`src/rtl/vga_pkg.sv`:
```
// Package shared by the frame-buffer arbiter and the VGA timing counters.
//   H_VISIBLE / V_VISIBLE : visible raster size
//   FB_DEPTH              : number of pixels in one frame
//   op_e                  : RAM operation selected for the next cycle
package vga_pkg;

  localparam logic [10:0] H_VISIBLE = 11'd1024;
  localparam logic [10:0] V_VISIBLE = 11'd768;
  localparam int          FB_DEPTH  = int'(H_VISIBLE) * int'(V_VISIBLE);

  typedef enum logic [1:0] {
    OP_IDLE  = 2'd0,
    OP_READ  = 2'd1,
    OP_WRITE = 2'd2
  } op_e;

endpackage

```
`src/rtl/fb_addr_gen.sv`:
```
// Linear frame-buffer address generator (combinational).
//   pix_x, pix_y : pixel column / line
//   addr         : pix_y * H_VISIBLE + pix_x, ADDR_W bits
//   in_range     : 1 when the pixel lies inside the visible raster
module fb_addr_gen #(
  parameter logic [10:0] H_VISIBLE = vga_pkg::H_VISIBLE,
  parameter logic [10:0] V_VISIBLE = vga_pkg::V_VISIBLE,
  parameter int          ADDR_W    = 20
) (
  input  logic [10:0]       pix_x,
  input  logic [10:0]       pix_y,
  output logic [ADDR_W-1:0] addr,
  output logic              in_range
);

  localparam int H_INT   = int'(H_VISIBLE);
  localparam bit H_POW2  = ((H_INT & (H_INT - 1)) == 0);
  localparam int H_SHIFT = $clog2(H_INT);

  // A power-of-two line length turns the multiply into plain wiring.
  if (H_POW2) begin : g_shift
    assign addr = (ADDR_W'(pix_y) << H_SHIFT) + ADDR_W'(pix_x);
  end else begin : g_mult
    assign addr = ADDR_W'(pix_y) * ADDR_W'(H_VISIBLE) + ADDR_W'(pix_x);
  end

  assign in_range = (pix_x < H_VISIBLE) && (pix_y < V_VISIBLE);

endmodule

```
`src/rtl/vga_fb_arbiter.sv`:
```
// Single-port frame-buffer arbiter: VGA scanout reads always win, draw-engine
// writes use only cycles without a pixel request (optionally blanking only).
//   slow_clock, reset          : pixel clock, synchronous active-high reset
//   display_enable             : visible-area flag from the timing counters
//   pix_req, pix_x, pix_y      : scanout fetch request and coordinates
//   pix_data, pix_valid        : fetched pixel, MEM_LAT+2 cycles after pix_req
//   wr_valid/wr_ready/wr_addr/wr_data : draw-engine write handshake
//   mem_en/mem_we/mem_addr/mem_wdata  : registered RAM command
//   mem_rdata                  : RAM read data, MEM_LAT cycles after a read
//   range_err                  : sticky out-of-range access flag
module vga_fb_arbiter #(
  parameter logic [10:0]       H_VISIBLE     = vga_pkg::H_VISIBLE,
  parameter logic [10:0]       V_VISIBLE     = vga_pkg::V_VISIBLE,
  parameter int                ADDR_W        = 20,
  parameter int                DATA_W        = 8,
  parameter int                MEM_LAT       = 1,
  parameter bit                BLANK_ONLY_WR = 1'b1,
  parameter logic [DATA_W-1:0] BORDER_COLOR  = '0
) (
  input  logic              slow_clock,
  input  logic              reset,
  input  logic              display_enable,
  input  logic              pix_req,
  input  logic [10:0]       pix_x,
  input  logic [10:0]       pix_y,
  output logic [DATA_W-1:0] pix_data,
  output logic              pix_valid,
  input  logic              wr_valid,
  output logic              wr_ready,
  input  logic [ADDR_W-1:0] wr_addr,
  input  logic [DATA_W-1:0] wr_data,
  output logic              mem_en,
  output logic              mem_we,
  output logic [ADDR_W-1:0] mem_addr,
  output logic [DATA_W-1:0] mem_wdata,
  input  logic [DATA_W-1:0] mem_rdata,
  output logic              range_err
);

  import vga_pkg::*;

  localparam int                FB_DEPTH_P = int'(H_VISIBLE) * int'(V_VISIBLE);
  localparam logic [ADDR_W:0]   FB_LIMIT   = (ADDR_W + 1)'(FB_DEPTH_P);

  if ($clog2(FB_DEPTH_P) > ADDR_W) begin : g_addr_w_chk
    $error("vga_fb_arbiter: ADDR_W too narrow for the frame buffer");
  end
  if (MEM_LAT < 1 || MEM_LAT > 4) begin : g_lat_chk
    $error("vga_fb_arbiter: MEM_LAT must be 1..4");
  end

  logic [ADDR_W-1:0] rd_addr;
  logic              rd_in_range;
  logic              wr_fire;
  logic              wr_in_range;
  op_e               op_q;
  // Read-tag pipeline: request seen / border pixel, one entry per cycle.
  logic [MEM_LAT:0]  vld_p;
  logic [MEM_LAT:0]  brd_p;

  fb_addr_gen #(
    .H_VISIBLE (H_VISIBLE),
    .V_VISIBLE (V_VISIBLE),
    .ADDR_W    (ADDR_W)
  ) u_addr_gen (
    .pix_x    (pix_x),
    .pix_y    (pix_y),
    .addr     (rd_addr),
    .in_range (rd_in_range)
  );

  assign wr_ready    = !reset && !pix_req && (!BLANK_ONLY_WR || !display_enable);
  assign wr_fire     = wr_valid && wr_ready;
  // Extra MSB keeps the limit exact even when FB_DEPTH == 2**ADDR_W.
  assign wr_in_range = ({1'b0, wr_addr} < FB_LIMIT);

  assign mem_en = (op_q != OP_IDLE);
  assign mem_we = (op_q == OP_WRITE);

  always_ff @(posedge slow_clock) begin
    if (reset) begin
      op_q      <= OP_IDLE;
      mem_addr  <= '0;
      mem_wdata <= '0;
      range_err <= 1'b0;
      vld_p     <= '0;
      brd_p     <= '0;
      pix_valid <= 1'b0;
      pix_data  <= '0;
    end else begin
      // Stage p0: arbitrate and issue the RAM command.
      op_q <= OP_IDLE;
      if (pix_req) begin
        if (rd_in_range) begin
          op_q     <= OP_READ;
          mem_addr <= rd_addr;
        end else begin
          range_err <= 1'b1;
        end
      end else if (wr_fire) begin
        // Out-of-range writes complete the handshake but never reach the RAM.
        if (wr_in_range) begin
          op_q      <= OP_WRITE;
          mem_addr  <= wr_addr;
          mem_wdata <= wr_data;
        end else begin
          range_err <= 1'b1;
        end
      end

      // Stages p1..pMEM_LAT: tags ride alongside the RAM latency.
      vld_p <= {vld_p[MEM_LAT-1:0], pix_req};
      brd_p <= {brd_p[MEM_LAT-1:0], pix_req && !rd_in_range};

      // Final stage: capture the returned pixel or substitute the border.
      pix_valid <= vld_p[MEM_LAT];
      if (vld_p[MEM_LAT]) begin
        pix_data <= brd_p[MEM_LAT] ? BORDER_COLOR : mem_rdata;
      end
    end
  end

endmodule

```
`config.mk`:
```
export PLATFORM = sky130hd
export DESIGN_NAME = vga_fb_arbiter
export DESIGN_NICKNAME = d
export VERILOG_FILES = /design/src/rtl/vga_pkg.sv /design/src/rtl/fb_addr_gen.sv /design/src/rtl/vga_fb_arbiter.sv
export SDC_FILE = /design/constraint.sdc
export NUM_CORES = 1
export LEC_CHECK = 0
export ABC_AREA = 1
export CORE_UTILIZATION = 41
export CTS_BUF_LIST = sky130_fd_sc_hd__clkbuf_8
export DETAILED_ROUTE_END_ITERATION = 7
export GPL_ROUTABILITY_DRIVEN = 0
export HOLD_SLACK_MARGIN = 0.06
export PLACE_DENSITY = 0.83
export SLEW_MARGIN = 20
export SYNTH_ARGS = -nofsm -noshare
export SYNTH_HDL_FRONTEND = slang
export SYNTH_SLANG_ARGS = --single-unit
```
`constraint.sdc`:
```
create_clock -name slow_clock -period 2.1 [get_ports slow_clock]
set_clock_uncertainty 0.2 [all_clocks]
set_input_delay 0.42 -clock slow_clock [delete_from_list [all_inputs] [get_ports slow_clock]]
set_output_delay 0.42 -clock slow_clock [all_outputs]
set_load 0.1 [all_outputs]
```
==> parameters.txt <==
Parameter                              Value

Cells and area
  # fillers ... 322
  Filler-free cell count of the finished design ... 457
  Ratio of cells with drive above 1 in the final layout ... 19.0%
  Ant diodes ... 0
  Area growth from synthesis to layout ... 75.0%
  Total Nets Final ... 469
  Fraction of the core area covered by cells at the end of the flow ... 77.0%

Clocking
  Clock buffer count from CTS ... 5
  Clk Tree Root Cell ... sky130_fd_sc_hd__clkbuf_8
  Buffer levels on the longest clock path ... 2
  Clk Latency, worst-skew pair ... 290 ps
  CTS tree ... built
  Clock slew at reported path FFs ... 80 ps
  Clock sink total ... 44
  Depth of the CTS H-tree ... 2

Synth
  Async set-reset flop share out of synthesis ... 0%
  Number of cells produced by synthesis ... 289
  Post-synth top area cell ... sky130_fd_sc_hd__dfxtp_1
  Most frequent cell after synthesis ... sky130_fd_sc_hd__nand2_1
  Post-synth design cell area ... 1980 µm²
  Most common flop cell mapped by yosys ... sky130_fd_sc_hd__dfxtp_1
  Sequential fraction of the synthesis area ... 44.4%
  Flip-flop and latch count after synthesis ... 44
  Syn nets ... 354
  Synth Warn # ... 0
  Number of enable-type register cells in the synthesized netlist ... 0
  Leading post-synthesis cells by cell area ... sky130_fd_sc_hd__dfxtp_1 44%, sky130_fd_sc_hd__nand2_1 16%, sky130_fd_sc_hd__nor2_1 9.1%, sky130_fd_sc_hd__o21ai_0 6.6%, sky130_fd_sc_hd__a21oi_1 5.8%
  Cell types with the highest counts after synthesis ... 86 x sky130_fd_sc_hd__nand2_1, 48 x sky130_fd_sc_hd__nor2_1, 44 x sky130_fd_sc_hd__dfxtp_1
  Average instance area after synthesis ... 6.86 µm²
  Unique masters post-synth ... 26
  Area fraction of the dominant cell type after synthesis ... 44.4%

Placed design
  Pre-CTS WS ... -156 ps
  Buffers added on ports ... 103
  Post-DP HPWL ... 4190 µm
  Cell count after placement ... 449

STA
  Final number of max-transition violations ... 0
  Least setup slack across all paths after layout ... 134 ps
  Tightest Pin Transition ... 457 ps
  Final setup violation count ... 0
  Relative max-transition margin ... 69.4%
  FMAX ... 0.509 GHz
  Final cycle utilization of the critical path ... 93.6%
  Setup TNS Final ... 0 ps
  Time the final worst path needs with I/O delays and setup ... 1970 ps
  Final Hold Viols ... 0
  RSZ-0062 raised after global routing ... no
  Minimum hold slack ... 206 ps

Floorplan
  I/O Pins ... 104
  Initial core utilization ... 44.0%
  Count of standard-cell rows ... 24
  Overall die area ... 5120 µm²
  Height of the die ... 71.5 µm
  Core Footprint ... 4500 µm²
  Die extent in x ... 71.5 µm

Power
  Leak pwr ... 1.57 nW
  Worst-case vdd ir drop ... 0.000427 V
  Power per Cell Area ... 671 nW/µm²

Drt
  Number of DRC violations after detailed routing ... 0
  Residual antenna-violating net count after detailed routing ... 0
  Average wire length per cell after detail routing ... 11.7 µm
  Routed WL ... 5330 µm
  DR vias ... 2177
  Number of DRC markers after the initial detailed-route iteration ... 67
  Per-cell via count in the routed design ... 4.76
  Detailed-router iteration count before antenna repair ... 4

Setup path
  Crit path buffers/inverters ... 2
  Arrival time at the worst endpoint ... 1350 ps
  Critical Path Slowest Stage Cell ... sky130_fd_sc_hd__clkdlybuf4s50_1
  CP Capture Type ... output port
  Largest incremental delay on the critical path ... 500 ps
  CP cell instances ... clkdlybuf4s50_1, nor3_4, buf_12
  CP max FO ... 3
  Worst EP required ... 1480 ps
  Critical path class ... in2out
  Startpoint type of the worst setup path ... input port
  Crit path max-delay family ... buffers and inverters

GRT
  GR Overflow Total ... 0
  Met1 global-route usage ... 25.4%
  Met2 Use GR ... 40.6%
  First-pass GRT wire length ... 9010 µm
  Met3 routing resource usage after global routing ... 5.49%
  Largest net degree at the start of global routing ... 25
  GRT Total Usage ... 22.3%
  Number of global-route vias before repair ... 2140
  Number of antenna violations at the first check in global routing ... 0
  Busiest grt layer ... met2

Run
  Count of max-cap constraint violations ... 0

Status
  Status ... finished, final reports clean

Hold path
  Worst hold path type ... reg2reg
[registers in the layout (all words and copies together), names as in the netlist]
signal	count
pix_data	8
op_q	2
vld_p	2
mem_addr	20
pix_valid	1
range_err	1
brd_p	2
mem_wdata	8
[cells by family after synthesis]
| logic type | synth area share (%) |
|---|---|
| AOI/OAI and AO/OA | 13.8 |
| xor gates and xnor gates | 1.33 |
| adders and majority gates | 1.26 |
| buffers and inverters | 8.08 |
| DFF | 44.4 |
| and+or+nand+nor | 31.1 |
[cell usage in the layout (no fill, tap or decap), drive strengths merged, types with 2 or more instances in the layout]
cell	netlist	routed
nand2	88	88
dfxtp	44	44
nand4	2	2
clkbuf	8	5
a21oi	24	24
nand3	10	10
clkinv	1	2
clkdlybuf4s50	0	61
inv	22	22
o21ai	27	27
nor3	2	2
buf	4	58
xor2	2	2
ha	2	2
nor2	50	50
[repair_timing]
action	in CTS	in global routing
hold buffers	0	0
endpoints found under the hold margin	0	0
resized for setup	1	0
buffers inserted	0	0
endpoints found under the setup margin	1	0
[metal layers]
metal  up-vias  share of wire [%]
met5         -                  0
met4         0                1.4
met3         9                6.0
met2        71                 50
met1       960                 43
li1       1137                  -
[area by class of cell]
| class | count | area (µm²) | area share (%) |
|---|---|---|---|
| inverter | 23 | 88.8 | 2.56 |
| sequential | 44 | 881 | 25.4 |
| tap | 52 | 65.1 | 1.88 |
| timing repair buffer | 120 | 1370 | 39.4 |
| clock inverter | 3 | 42.5 | 1.23 |
| multi-input combinational | 210 | 955 | 27.5 |
| clock buffer | 5 | 68.8 | 1.98 |
[power by group]
part / switching (mW) / leakage (nW) / total [mW] / internal, mW
clock network: 0.282 / 0.0541 / 0.634 / 0.352
registers: 0.0360 / 0.360 / 0.915 / 0.879
logic: 0.474 / 1.16 / 0.778 / 0.305
[worst paths after layout]
kind,from,endpoint,slack [ps],cells after the start
setup / recovery,reset,wr_ready,130,3
hold / removal,vld_p[0]$_SDFF_PP0_,vld_p[1]$_SDFF_PP0_,210,2
setup reg to reg,vld_p[1]$_SDFF_PP0_,pix_data[3]$_SDFFE_PP0P_,630,4
hold reg to reg,vld_p[0]$_SDFF_PP0_,vld_p[1]$_SDFF_PP0_,210,2
[through the flow]
stage / power [mW] / area (µm²)
finish: 2.33 / 3470
global placement: 1.70 / 3360
detailed placement: 1.72 / 3360
global route: 2.42 / 3470
floorplan: 1.38 / 2000
CTS: 2.34 / 3470
[tightest hold or removal path: stages (launching register included)]
cell and delay (ps):
sky130_fd_sc_hd__dfxtp_1 300, sky130_fd_sc_hd__inv_1 40, sky130_fd_sc_hd__nor2_1 30
Note: power is estimated with default switching activity, not from simulation.
